--- src/rtl/gcd_ctrl.sv ---
// ============================================================================
// Module   : gcd_ctrl
// Purpose  : Moore control FSM for a 32-bit subtractive GCD datapath with a
//            start/done handshake, a saturating iteration counter and an
//            optional runaway timeout (enabled by defining GCD_TIMEOUT_EN).
// Revision : 1.0 - initial release
// ============================================================================
`default_nettype none

module gcd_ctrl #(
  parameter int          CNT_W    = 16,
  parameter int unsigned MAX_ITER = 32'h0000_FFFF
) (
  input  logic             clk,
  input  logic             rst,
  input  logic             start,
  input  logic             lt,
  input  logic             gt,
  input  logic             eq,
  input  logic             zero,
  output logic             lda,
  output logic             ldb,
  output logic             sel_in,
  output logic             sel1,
  output logic             sel2,
  output logic             busy,
  output logic             done,
  output logic             err,
  output logic [CNT_W-1:0] iter_cnt
);

  typedef enum logic [2:0] {
    S_IDLE    = 3'd0,
    S_LOAD_A  = 3'd1,
    S_LOAD_B  = 3'd2,
    S_COMPARE = 3'd3,
    S_SUB_A   = 3'd4,
    S_SUB_B   = 3'd5,
    S_DONE    = 3'd6,
    S_ERR     = 3'd7
  } state_t;

  localparam logic [CNT_W-1:0] c_CNT_MAX = {CNT_W{1'b1}};

  state_t           r_state;
  state_t           w_next;
  logic [CNT_W-1:0] r_iter_cnt;
  logic             w_timeout;

`ifdef GCD_TIMEOUT_EN
  assign w_timeout = (r_iter_cnt == CNT_W'(MAX_ITER));
`else
  logic w_unused_max_iter;
  assign w_unused_max_iter = (MAX_ITER == 0);
  assign w_timeout         = 1'b0;
`endif

  always_ff @(posedge clk) begin
    if (rst) begin
      r_state    <= S_IDLE;
      r_iter_cnt <= '0;
    end else begin
      r_state <= w_next;
      case (r_state)
        S_LOAD_A: r_iter_cnt <= '0;
        S_SUB_A,
        S_SUB_B: begin
          if (r_iter_cnt != c_CNT_MAX)
            r_iter_cnt <= r_iter_cnt + 1'b1;
        end
        default: r_iter_cnt <= r_iter_cnt;
      endcase
    end
  end

  // Status priority in COMPARE: zero, equal, timeout, then direction.
  always_comb begin
    w_next = S_IDLE;
    case (r_state)
      S_IDLE:    w_next = start ? S_LOAD_A : S_IDLE;
      S_LOAD_A:  w_next = S_LOAD_B;
      S_LOAD_B:  w_next = S_COMPARE;
      S_COMPARE: begin
        if (zero)           w_next = S_ERR;
        else if (eq)        w_next = S_DONE;
        else if (w_timeout) w_next = S_ERR;
        else if (gt)        w_next = S_SUB_A;
        else if (lt)        w_next = S_SUB_B;
        else                w_next = S_ERR;
      end
      S_SUB_A:   w_next = S_COMPARE;
      S_SUB_B:   w_next = S_COMPARE;
      S_DONE:    w_next = S_IDLE;
      S_ERR:     w_next = S_IDLE;
      default:   w_next = S_IDLE;
    endcase
  end

  always_comb begin
    lda    = 1'b0;
    ldb    = 1'b0;
    sel_in = 1'b0;
    sel1   = 1'b0;
    sel2   = 1'b0;
    busy   = (r_state != S_IDLE);
    done   = 1'b0;
    err    = 1'b0;
    case (r_state)
      S_LOAD_A: begin
        lda    = 1'b1;
        sel_in = 1'b1;
      end
      S_LOAD_B: begin
        ldb    = 1'b1;
        sel_in = 1'b1;
      end
      S_SUB_A: begin
        lda  = 1'b1;
        sel2 = 1'b1;
      end
      S_SUB_B: begin
        ldb  = 1'b1;
        sel1 = 1'b1;
      end
      S_DONE: done = 1'b1;
      S_ERR: begin
        done = 1'b1;
        err  = 1'b1;
      end
      default: ;
    endcase
  end

  assign iter_cnt = r_iter_cnt;

endmodule

`default_nettype wire
--- config.mk ---
export PLATFORM = sky130hd
export DESIGN_NAME = gcd_ctrl
export DESIGN_NICKNAME = d
export VERILOG_FILES = /design/src/rtl/gcd_ctrl.sv
export SDC_FILE = /design/constraint.sdc
export NUM_CORES = 1
export LEC_CHECK = 0
export BUFFER_PORTS_ARGS = -buffer_cell sky130_fd_sc_hd__buf_2
export CAP_MARGIN = 40
export CORE_MARGIN = 3
export CORE_UTILIZATION = 46
export DETAILED_ROUTE_END_ITERATION = 16
export PLACE_DENSITY = 0.77
export SLEW_MARGIN = 10
export SYNTH_ARGS = -nofsm -noshare
export SYNTH_HDL_FRONTEND = slang
export SYNTH_SLANG_ARGS = --single-unit
--- constraint.sdc ---
create_clock -name clk -period 1.8 [get_ports clk]
set_clock_uncertainty 0.1 [all_clocks]
set_input_delay 0.27 -clock clk [delete_from_list [all_inputs] [get_ports clk]]
set_output_delay 0.27 -clock clk [all_outputs]
set_load 0.03 [all_outputs]
==> results of run 1 <==
## registers in the layout, summed over array words and instances (netlist names)
register  count
iter_cnt     16
r_state       3
## critical path, cell delays in order, from the launching register on
cell and delay [ps]:
dfxtp_4 380, nand4_1 220, or3_4 440, or3b_4 420, a31oi_1 150
## routing by layer
layer	wire length, um	GRT usage, %	vias to the layer above	part of all wire [%]
li1	-	-	677	-
met1	1530	25.9	641	43
met2	1720	35.0	66	49
met3	238	5.29	6	6.8
met4	33	8.14	0	0.94
met5	0	0	-	0
## stage by stage
step	power (mW)	instance area, sq um	setup TNS, ps
after floorplan	0.558	1240	0
after global placement	0.608	1460	0
after detailed placement	0.611	1460	-7.48
after CTS	0.838	1580	0
after global routing	0.881	1640	-340
final	0.846	1640	0
## layout by cell type (no fill, tap or decap), types with 2 or more instances in the layout
cell type	netlist	final
a21oi_1	8	8
a31oi_1	11	11
and2_1	3	2
and3_1	3	3
buf_2	3	29
buf_4	2	23
buf_6	1	2
clkbuf_4	0	3
dfxtp_1	19	5
dfxtp_2	0	3
dfxtp_4	0	11
nand2_1	6	6
nand3_1	12	11
nand4_1	5	5
nor2_1	6	6
nor2b_1	4	3
nor3_1	2	2
nor4_1	3	2
o2111ai_1	2	2
o211ai_1	9	9
o21ai_0	7	7
o21bai_1	3	3
o41ai_1	2	2
or3_1	7	6
or4_1	4	4
xnor2_1	2	2
## cells in the mapped netlist
library cell  number
dfxtp_1           19
nand3_1           12
a31oi_1           11
o211ai_1           9
a21oi_1            8
o21ai_0            7
or3_1              7
nand2_1            6
nor2_1             6
clkbuf_1           5
nand4_1            5
nor2b_1            4
or4_1              4
and2_1             3
and3_1             3
buf_2              3
nor4_1             3
o21bai_1           3
buf_4              2
nor3_1             2
o2111ai_1          2
o41ai_1            2
or3b_2             2
xnor2_1            2
a21o_1             1
and3_2             1
and4_1             1
buf_6              1
ha_1               1
inv_1              1
nand2b_1           1
nand3_2            1
nand4b_1           1
nor3b_1            1
o211a_1            1
o31a_1             1
o31ai_1            1
or3_2              1
or4_4              1
xor2_1             1
## path summary, 6_finish.rpt
check / slack, ps / depth (start not counted) / start / endpoint
hold reg to reg: 470 / 2 / iter_cnt[11]$_SDFFE_PP0P_ / iter_cnt[11]$_SDFFE_PP0P_
hold / removal: 170 / 4 / eq / r_state[0]$_SDFF_PP0_
setup reg to reg: 5 / 4 / iter_cnt[7]$_SDFFE_PP0P_ / iter_cnt[4]$_SDFFE_PP0P_
setup / recovery: 5 / 4 / iter_cnt[7]$_SDFFE_PP0P_ / iter_cnt[4]$_SDFFE_PP0P_
## report_power, final
group / internal (mW) / total, mW / switching [mW]
Sequential: 0.412 / 0.417 / 0.00477
Clock: 0.0831 / 0.231 / 0.148
Combinational: 0.0728 / 0.198 / 0.125
## cells by family after synthesis
| family | share of synthesized area, % |
|---|---|
| flip-flops | 32.4 |
| AO/OA/AOI/OAI | 25.8 |
| AND/OR/NAND/NOR | 33.0 |
| adder cells (fa/ha/maj) | 1.07 |
| buffers and inverters | 5.44 |
| XOR/XNOR | 2.24 |
## cell type report
class / count / area, sq um / area share, %
clock buffers: 3 / 22.5 / 1.38
clock inverters: 1 / 5.00 / 0.306
inverters: 1 / 3.75 / 0.229
multi-input cells: 115 / 786 / 48.0
flip-flops and latches: 19 / 425 / 26.0
well taps: 28 / 35.0 / 2.14
repair buffers: 55 / 360 / 22.0
## timing repair
item / 4_1_cts / 5_1_grt
endpoints found under the setup margin: 6 / 13
resized for setup: 1 / 9
buffers inserted: 11 / 3
pin swaps: 3 / 4
==> key figures, run 1 <==
Layout
  • Share of cells above drive strength 1: about 44%
  • ANT cells: 0
  • Area growth from synthesis to layout: 39.7%
  • Nets: roughly 200
  • Fillers: roughly 170
  • Final instance count without filler cells: 222
  • Post-Route Utilization: 70.6%

Die
  • IO Pins: 31
  • Die H: between 50 and 60 um
  • Initial core utilization: around half
  • Die area: about 3200 sq um
  • Core outline area: 2320 sq um
  • Die Width: 56.5 um
  • # rows: 17

Drt
  • DR iter-0 viols: 54
  • WL/cell: 15.9 um
  • Post-Route WL: 3520 um
  • Antenna-violating nets left: 0
  • DR pass1 iterations: 4
  • DRC viols: 0
  • Vias per inst: between 6 and 7
  • Vias: between 1,000 and 1,500

Synth
  • Yosys cell types: 40
  • Post-synth top area share: 32.4%
  • Syn nets: 154
  • Synth Register Bits: 19
  • Synthesized instance count: 146
  • Sequential-to-total area share from yosys stat: 32.4%
  • Post-Syn Area: 1170 sq um
  • Synth area leaders: dfxtp_1, a31oi_1, o211ai_1
  • Syn Area/Cell: 8.03 sq um
  • Yosys warns: 0
  • Synth area leader: dfxtp_1

Global routing
  • Grt ovf: 0
  • Initial antenna violation count: 0
  • Largest net degree at the start of global routing: 31
  • First-pass GRT wire length: approximately 5300 um
  • Vias in the first global route: ~1,200
  • Total GRT Usage: a little over a fifth

Timing
  • Worst setup margin: 4.55 ps
  • Max Transition Viols Final: 0
  • Crit path time final: 1800 ps
  • Rel. slew slack: 74.3%
  • Final period utilization: ~100%
  • Hold Slack: 167 ps
  • Final setup vio count: 0
  • Final Hold Vio Count: 0
  • FMAX: 557 MHz
  • Measured slew at the worst slew-check pin: around 390 ps
  • RSZ-0062 raised after global routing: true

CTS
  • Clock-pin transition on the worst setup and hold timing paths: 130 ps
  • CTS tree: yes
  • Clock Path Buffers: 2
  • CTS Buf Count: 3
  • Worst-Skew Late Latency: 310 ps
  • H-tree depth: 1
  • Hold-fix buffers, CTS: 0
  • CTS root buffer: clkbuf_4
  • Clock Sinks: 19

Pwr
  • Peak supply drop: 0.493 mV
  • Leakage: between 0.6 and 0.7 nW
  • PD cells: between 500 and 600 nW/um^2

Critical path
  • Crit path DAT: about 1900 ps
  • Critical Path End Type: flip-flop
  • Worst path required time: 1930 ps
  • Startpoint Class: flip-flop
  • Critical path class: reg2reg
  • Max Fanout on Critical Path: 5

Place
  • Place WS: -7.48 ps
  • Placed Cells: between 200 and 250
  • Port bufs: 30
  • GP Congestion: 0.913
  • DP Wirelength: between 2000 and 2500 um

Min path
  • Hold WC Path Type: in2reg

Flow run
  • MaxCap Viol Count: 0

Run status
  • Status: complete, no violations
No activity file was read; power rests on OpenSTA's default activity.
==> run 2: changes to the inputs <==
CORE_UTILIZATION = 25   (was 46)
PLACE_DENSITY = 0.48   (was 0.77)
==> run 2 against run 1 <==
Fmax fell by 0.24%. Flip-flop and latch count stayed put. Final area grew 2.6%. Wire length up 3.2%. Highest routed layer unchanged. Hold slack better by 54 ps. Sequential power about the same. Global-route usage fell by 7.0 points. Non-clock buffer count is 2 higher. Register-to-register slack barely moved.
==> key figures, run 2 (synthesized netlist as in run 1, its figures left out) <==
CTS
  • CTS root buffer: clkbuf_8
  • Hold-fix buffers, CTS: 0 (unchanged)
  • Worst-Skew Late Latency: 260 ps (-50 ps)
  • H-tree depth: 1 (unchanged)
  • Clock Path Buffers: 2 (unchanged)
  • CTS Buf Count: 3 (unchanged)
  • CTS tree: yes
  • Clock-pin transition on the worst setup and hold timing paths: 70 ps (-60 ps)
  • Clock Sinks: 19 (unchanged)

Timing
  • Final period utilization: 100% (+0.24 points)
  • Rel. slew slack: 68.9% (-5.4 points)
  • Crit path time final: 1800 ps (+4.30 ps)
  • Final Hold Vio Count: 0 (unchanged)
  • Final setup vio count: 0 (unchanged)
  • RSZ-0062 raised after global routing: true
  • Measured slew at the worst slew-check pin: 466 ps (+79.9 ps)
  • FMAX: 556 MHz (-0.24%)
  • Max Transition Viols Final: 0 (unchanged)
  • Hold Slack: 221 ps (+54.3 ps)

Global routing
  • Vias in the first global route: 1,278 (+3.9%)
  • Largest net degree at the start of global routing: 30 (-3.2%)
  • Total GRT Usage: 14.1% (-7.0 points)
  • Initial antenna violation count: 0 (unchanged)
  • First-pass GRT wire length: 6070 um (+14%)
  • Grt ovf: 0 (unchanged)

Pwr
  • Leakage: 0.668 nW (-0.38%)
  • PD cells: 542 nW/um^2 (+5.0%)
  • Peak supply drop: 0.294 mV (-40%)

Drt
  • Vias: 1,348 (-3.0%)
  • DRC viols: 0 (unchanged)
  • Antenna-violating nets left: 0 (unchanged)
  • Post-Route WL: 3630 um (+3.2%)
  • DR iter-0 viols: 79 (+46%)
  • WL/cell: 14.6 um (-7.6%)
  • Vias per inst: 5.44 (-13%)
  • DR pass1 iterations: 4 (unchanged)

Layout
  • Area growth from synthesis to layout: 43.3%
  • Most frequent cells in the layout: buf_2, buf_4, a31oi_1, nand3_1, dfxtp_4
  • Most common cell after layout, fill and taps aside: buf_2
  • Nets: 205 (+0.99%)
  • Fillers: 475 (+170%)
  • Share of cells above drive strength 1: 43.9% (+0.063 points)
  • Final instance count without filler cells: 248 (+12%)
  • ANT cells: 0 (unchanged)
  • Max FFs per register: 16 (unchanged)

Die
  • Die H: 74.5 um (+32%)
  • IO Pins: 31 (unchanged)
  • Die area: 5550 sq um (+74%)
  • Die Width: 74.5 um (+32%)
  • # rows: 24 (+7)
  • Initial core utilization: 26.4% (-24 points)
  • Core outline area: 4440 sq um (+92%)

Critical path
  • Crit path DAT: 1890 ps (-30 ps)
  • R2R depth: 5 (+1)
  • Critical Path End Type: flip-flop
  • Critical path class: reg2reg
  • Max Fanout on Critical Path: 5 (unchanged)
  • Worst path required time: 1890 ps (-40 ps)
  • Startpoint Class: flip-flop

Flow run
  • MaxCap Viol Count: 0 (unchanged)

Min path
  • Min-Delay Path Depth: 4 (unchanged)
  • Hold WC Path Type: in2reg

Place
  • DP Wirelength: 2600 um (+14%)
  • Placed Cells: 237 (+16%)
  • GP Congestion: 0.828 (-9.3%)
  • Port bufs: 30 (unchanged)

Run status
  • Status: complete, no violations
run 2: cell types whose count changed in the layout (fill, tap and decap cells not counted), moves of 2 or more:
cell      delta
buf_4        +4
clkbuf_8     +3
clkbuf_4     -3
buf_6        -2
run 2: layer usage:
metal  GRT usage (%)  share of wire [%]
met1            18.7                 45
met2            22.3                 47
met3            1.89                5.5
met4            6.72                2.5
met5               0                  0
run 2: power by group:
group	total, mW	switching (mW)	internal [mW]
sequential	0.419	0.00723	0.412
combinational	0.189	0.119	0.0702
clock	0.302	0.144	0.158
total	0.911	0.271	0.640
run 2: area by class of cell:
cell class	count	area [sq um]	area share [%]
Clock buffer	4	45.0	2.68
Inverter	1	3.75	0.223
Multi-Input combinational cell	115	773	46.0
Sequential cell	19	425	25.3
Tap cell	52	65.1	3.87
Timing Repair Buffer	57	368	21.9
run 2: what timing repair did:
action	CTS	global route
setup endpoints to repair	5	13
setup buffers	1	6
pin swaps	3	10
hold endpoints to repair	0	0
gates resized for setup	4	2
run 2: path summary, 6_finish.rpt:
check	startpoint	end	slack (ps)
hold reg to reg	r_state[1]$_SDFF_PP0_	r_state[2]$_SDFF_PP0_	390
hold / removal	eq	r_state[0]$_SDFF_PP0_	220
setup reg to reg	iter_cnt[7]$_SDFFE_PP0P_	iter_cnt[5]$_SDFFE_PP0P_	0.2
setup / recovery	iter_cnt[7]$_SDFFE_PP0P_	iter_cnt[5]$_SDFFE_PP0P_	0.2
run 2: metrics by stage:
step	power [mW]	setup slack, ps	utilization (%)	cell area, sq um	setup TNS (ps)
finish	0.911	0.247	37.8	1680	0
detailed placement	0.615	-19.1	35.1	1560	-19.1
floorplan	0.558	16.8	-	1240	0
global placement	0.614	5.89	35.1	1560	0
global route	0.962	-74.8	37.8	1680	-668
CTS	0.921	3.87	36.6	1630	0
run 2: worst max-delay path, cell delays in order (launching register included):
cell,delay (ps)
dfxtp_4,360
buf_4,100
nand4_1,140
or3_4,430
or3b_4,440
a31oi_1,160
==> run 3: changes to the inputs <==
ABC_CLOCK_PERIOD_IN_PS = 1800   (was default)
BUFFER_PORTS_ARGS = default   (was -buffer_cell sky130_fd_sc_hd__buf_2)
DONT_BUFFER_PORTS = 1   (was default)
PLACE_DENSITY = 0.43   (was 0.48)
==> run 3 against run 2 <==
The run now ends with hold timing left. Fmax grew 1.0%. Power is 0.50% higher. Cell count down 5.6%. Final area up 1.7%. Critical path depth fell by 1. Utilization up 0.65 points. Register-to-register slack improved by 20 ps.
==> key figures, run 3 (synthesized netlist as in run 1, its figures left out) <==
CTS
  • CTS Buf Count: 3 (unchanged)
  • CTS tree: yes
  • Worst-Skew Late Latency: 250 ps (about the same)
  • H-tree depth: 1 (unchanged)
  • Hold-fix buffers, CTS: 3 (+3)
  • Clock Path Buffers: 2 (unchanged)
  • CTS root buffer: clkbuf_8
  • Clock Sinks: 19 (unchanged)
  • Clock-pin transition on the worst setup and hold timing paths: 70 ps (about the same)

Timing
  • Rel. slew slack: 77.1% (+8.2 points)
  • RSZ-0062 raised after global routing: true
  • Hold Slack: -35.9 ps (-257 ps)
  • Worst setup margin: 18.3 ps (+18.1 ps)
  • Final setup vio count: 0 (unchanged)
  • FMAX: 561 MHz (+1.0%)
  • Measured slew at the worst slew-check pin: 340 ps (-126 ps)
  • Max Transition Viols Final: 0 (unchanged)
  • Crit path time final: 1780 ps (-18.1 ps)
  • Final Hold Vio Count: 13 (+13)
  • Final period utilization: 99.0% (-1.0 points)

Place
  • Port bufs: 0 (-100%)
  • DP Wirelength: 2640 um (+1.8%)
  • Place WS: 3.32 ps (+22.4 ps)
  • DP Area: 1550 sq um (-0.96%)
  • GP Congestion: 0.899 (+8.5%)

Layout
  • ANT cells: 0 (unchanged)
  • Share of cells above drive strength 1: 42.3% (-1.6 points)
  • Most common cell after layout, fill and taps aside: buf_4
  • Max FFs per register: 16 (unchanged)
  • Sequential Area: 427 sq um (+0.29%)
  • Nets: 191 (-6.8%)
  • Design area: 1710 sq um (+1.7%)
  • Fillers: 482 (+1.5%)
  • Most frequent cells in the layout: buf_4, nand3_1, dfxtp_4
  • Multi-input combinational cell area: 822 sq um (+6.3%)
  • Area growth from synthesis to layout: 45.8%

Run status
  • Failing checks: hold timing
  • Status: complete, but fails checks

Critical path
  • Reg2Reg Setup Slack: 20 ps (+20 ps)
  • Slowest cell on the critical path: or4_4
  • Levels on crit path: 4 (-1)
  • Max Fanout on Critical Path: 6 (+1)
  • Crit path DAT: 1870 ps (-20 ps)
  • CP cell instances: nand4_1 -> or4_4 -> or4_4 -> a31oi_1
  • R2R Path Start: iter_cnt[9]$_SDFFE_PP0P_
  • Worst path max stage delay: 530 ps (+90 ps)
  • R2r endpoint: iter_cnt[15]$_SDFFE_PP0P_
  • Top cell by count, worst path: or4_4
  • Startpoint Class: flip-flop
  • Worst Path Buf+Inv: 0 (-1)
  • Worst path required time: 1890 ps (about the same)
  • Critical Path End Type: flip-flop
  • R2R depth: 4 (-1)
  • Delay-heaviest family, CP: simple AND/OR/NAND/NOR gates
  • Critical path class: reg2reg

Die
  • Die area: 5550 sq um (unchanged)
  • IO Pins: 31 (unchanged)
  • Die Width: 74.5 um (unchanged)
  • Initial core utilization: 26.4% (unchanged)
  • Die H: 74.5 um (unchanged)
  • Core outline area: 4440 sq um (unchanged)
  • # rows: 24 (unchanged)

Pwr
  • PD cells: 536 nW/um^2 (-1.2%)
  • Final total power: 0.915 mW (+0.50%)
  • Peak supply drop: 0.246 mV (-16%)
  • Leakage: 0.622 nW (-6.9%)

Min path
  • Hold path startpoint: rst
  • Hold path endpoint: iter_cnt[5]$_SDFFE_PP0P_
  • Hold WC Path Type: in2reg
  • Min-Delay Path Depth: 1 (-3)

Flow run
  • MaxCap Viol Count: 0 (unchanged)

Drt
  • DR iter-0 viols: 91 (+15%)
  • DRC viols: 0 (unchanged)
  • Antenna-violating nets left: 0 (unchanged)
  • WL/cell: 15.3 um (+4.8%)
  • DR pass1 iterations: 4 (unchanged)
  • Vias: 1,289 (-4.4%)
  • Post-Route WL: 3590 um (-1.1%)
  • Vias per inst: 5.51 (+1.3%)

Global routing
  • Total GRT Usage: 13.7% (-0.38 points)
  • Initial antenna violation count: 0 (unchanged)
  • Largest net degree at the start of global routing: 30 (unchanged)
  • Vias in the first global route: 1,261 (-1.3%)
  • First-pass GRT wire length: 5950 um (-1.9%)
  • Grt ovf: 0 (unchanged)
## run 3: cell count changes in the layout (fill, tap and decap cells not counted), moves of 2 or more
cell	change
or4_1	-2
dlygate4sd3_1	+3
buf_2	-29
or4_4	+2
buf_4	+11
## run 3: how the worst max path moves through the flow
stage	from	slack, ps	end
floorplan	iter_cnt[0]$_SDFFE_PP0P_	20	iter_cnt[14]$_SDFFE_PP0P_
global placement	iter_cnt[0]$_SDFFE_PP0P_	20	iter_cnt[14]$_SDFFE_PP0P_
detailed placement	iter_cnt[0]$_SDFFE_PP0P_	3	iter_cnt[5]$_SDFFE_PP0P_
CTS	iter_cnt[0]$_SDFFE_PP0P_	-10	iter_cnt[5]$_SDFFE_PP0P_
global route	iter_cnt[9]$_SDFFE_PP0P_	-90	iter_cnt[15]$_SDFFE_PP0P_
finish	iter_cnt[9]$_SDFFE_PP0P_	20	iter_cnt[15]$_SDFFE_PP0P_
## run 3: cell type report
type                    instances  area share (%)
inverters                       1           0.220
repair buffers                 43            20.3
multi-input cells             115            48.1
well taps                      52            3.81
clock buffers                   4            2.64
flip-flops and latches         19            25.0
## run 3: through the flow
step           setup TNS [ps]  instances  utilization, %  hold slack (ps)
6_report                    0        234            38.5            -35.9
5_1_grt                  -148        234            38.5            -53.3
4_1_cts                 -24.2        234            36.8            -44.6
3_5_place_dp                0        225            34.8              236
3_3_place_gp                0        225            34.8              235
2_1_floorplan               0        146               -              376
## run 3: per-layer routing
metal  up-vias  part of all wire, %  GRT usage (%)
li1        641                    -              -
met1       616                   46           17.9
met2        30                   49           22.6
met3         2                  3.9           2.57
met4         0                 0.39           4.35
met5         -                    0              0
## run 3: where the power goes
group	switching [mW]	internal [mW]	total, mW
clock network	0.146	0.157	0.303
registers	0.00694	0.412	0.419
logic	0.113	0.0795	0.193
total	0.266	0.649	0.915
## run 3: repair_timing
item / in CTS / in global routing
gates resized for setup: 1 / 16
endpoints found under the hold margin: 17 / 14
buffers inserted: 2 / 0
setup endpoints to repair: 3 / 15
pin swaps: 3 / 4
## run 3: worst register-to-register path: cells and delay by family (launching register included)
family          cells  cell delay, ps
simple gates        3            1110
compound gates      1             130
flops               1             380
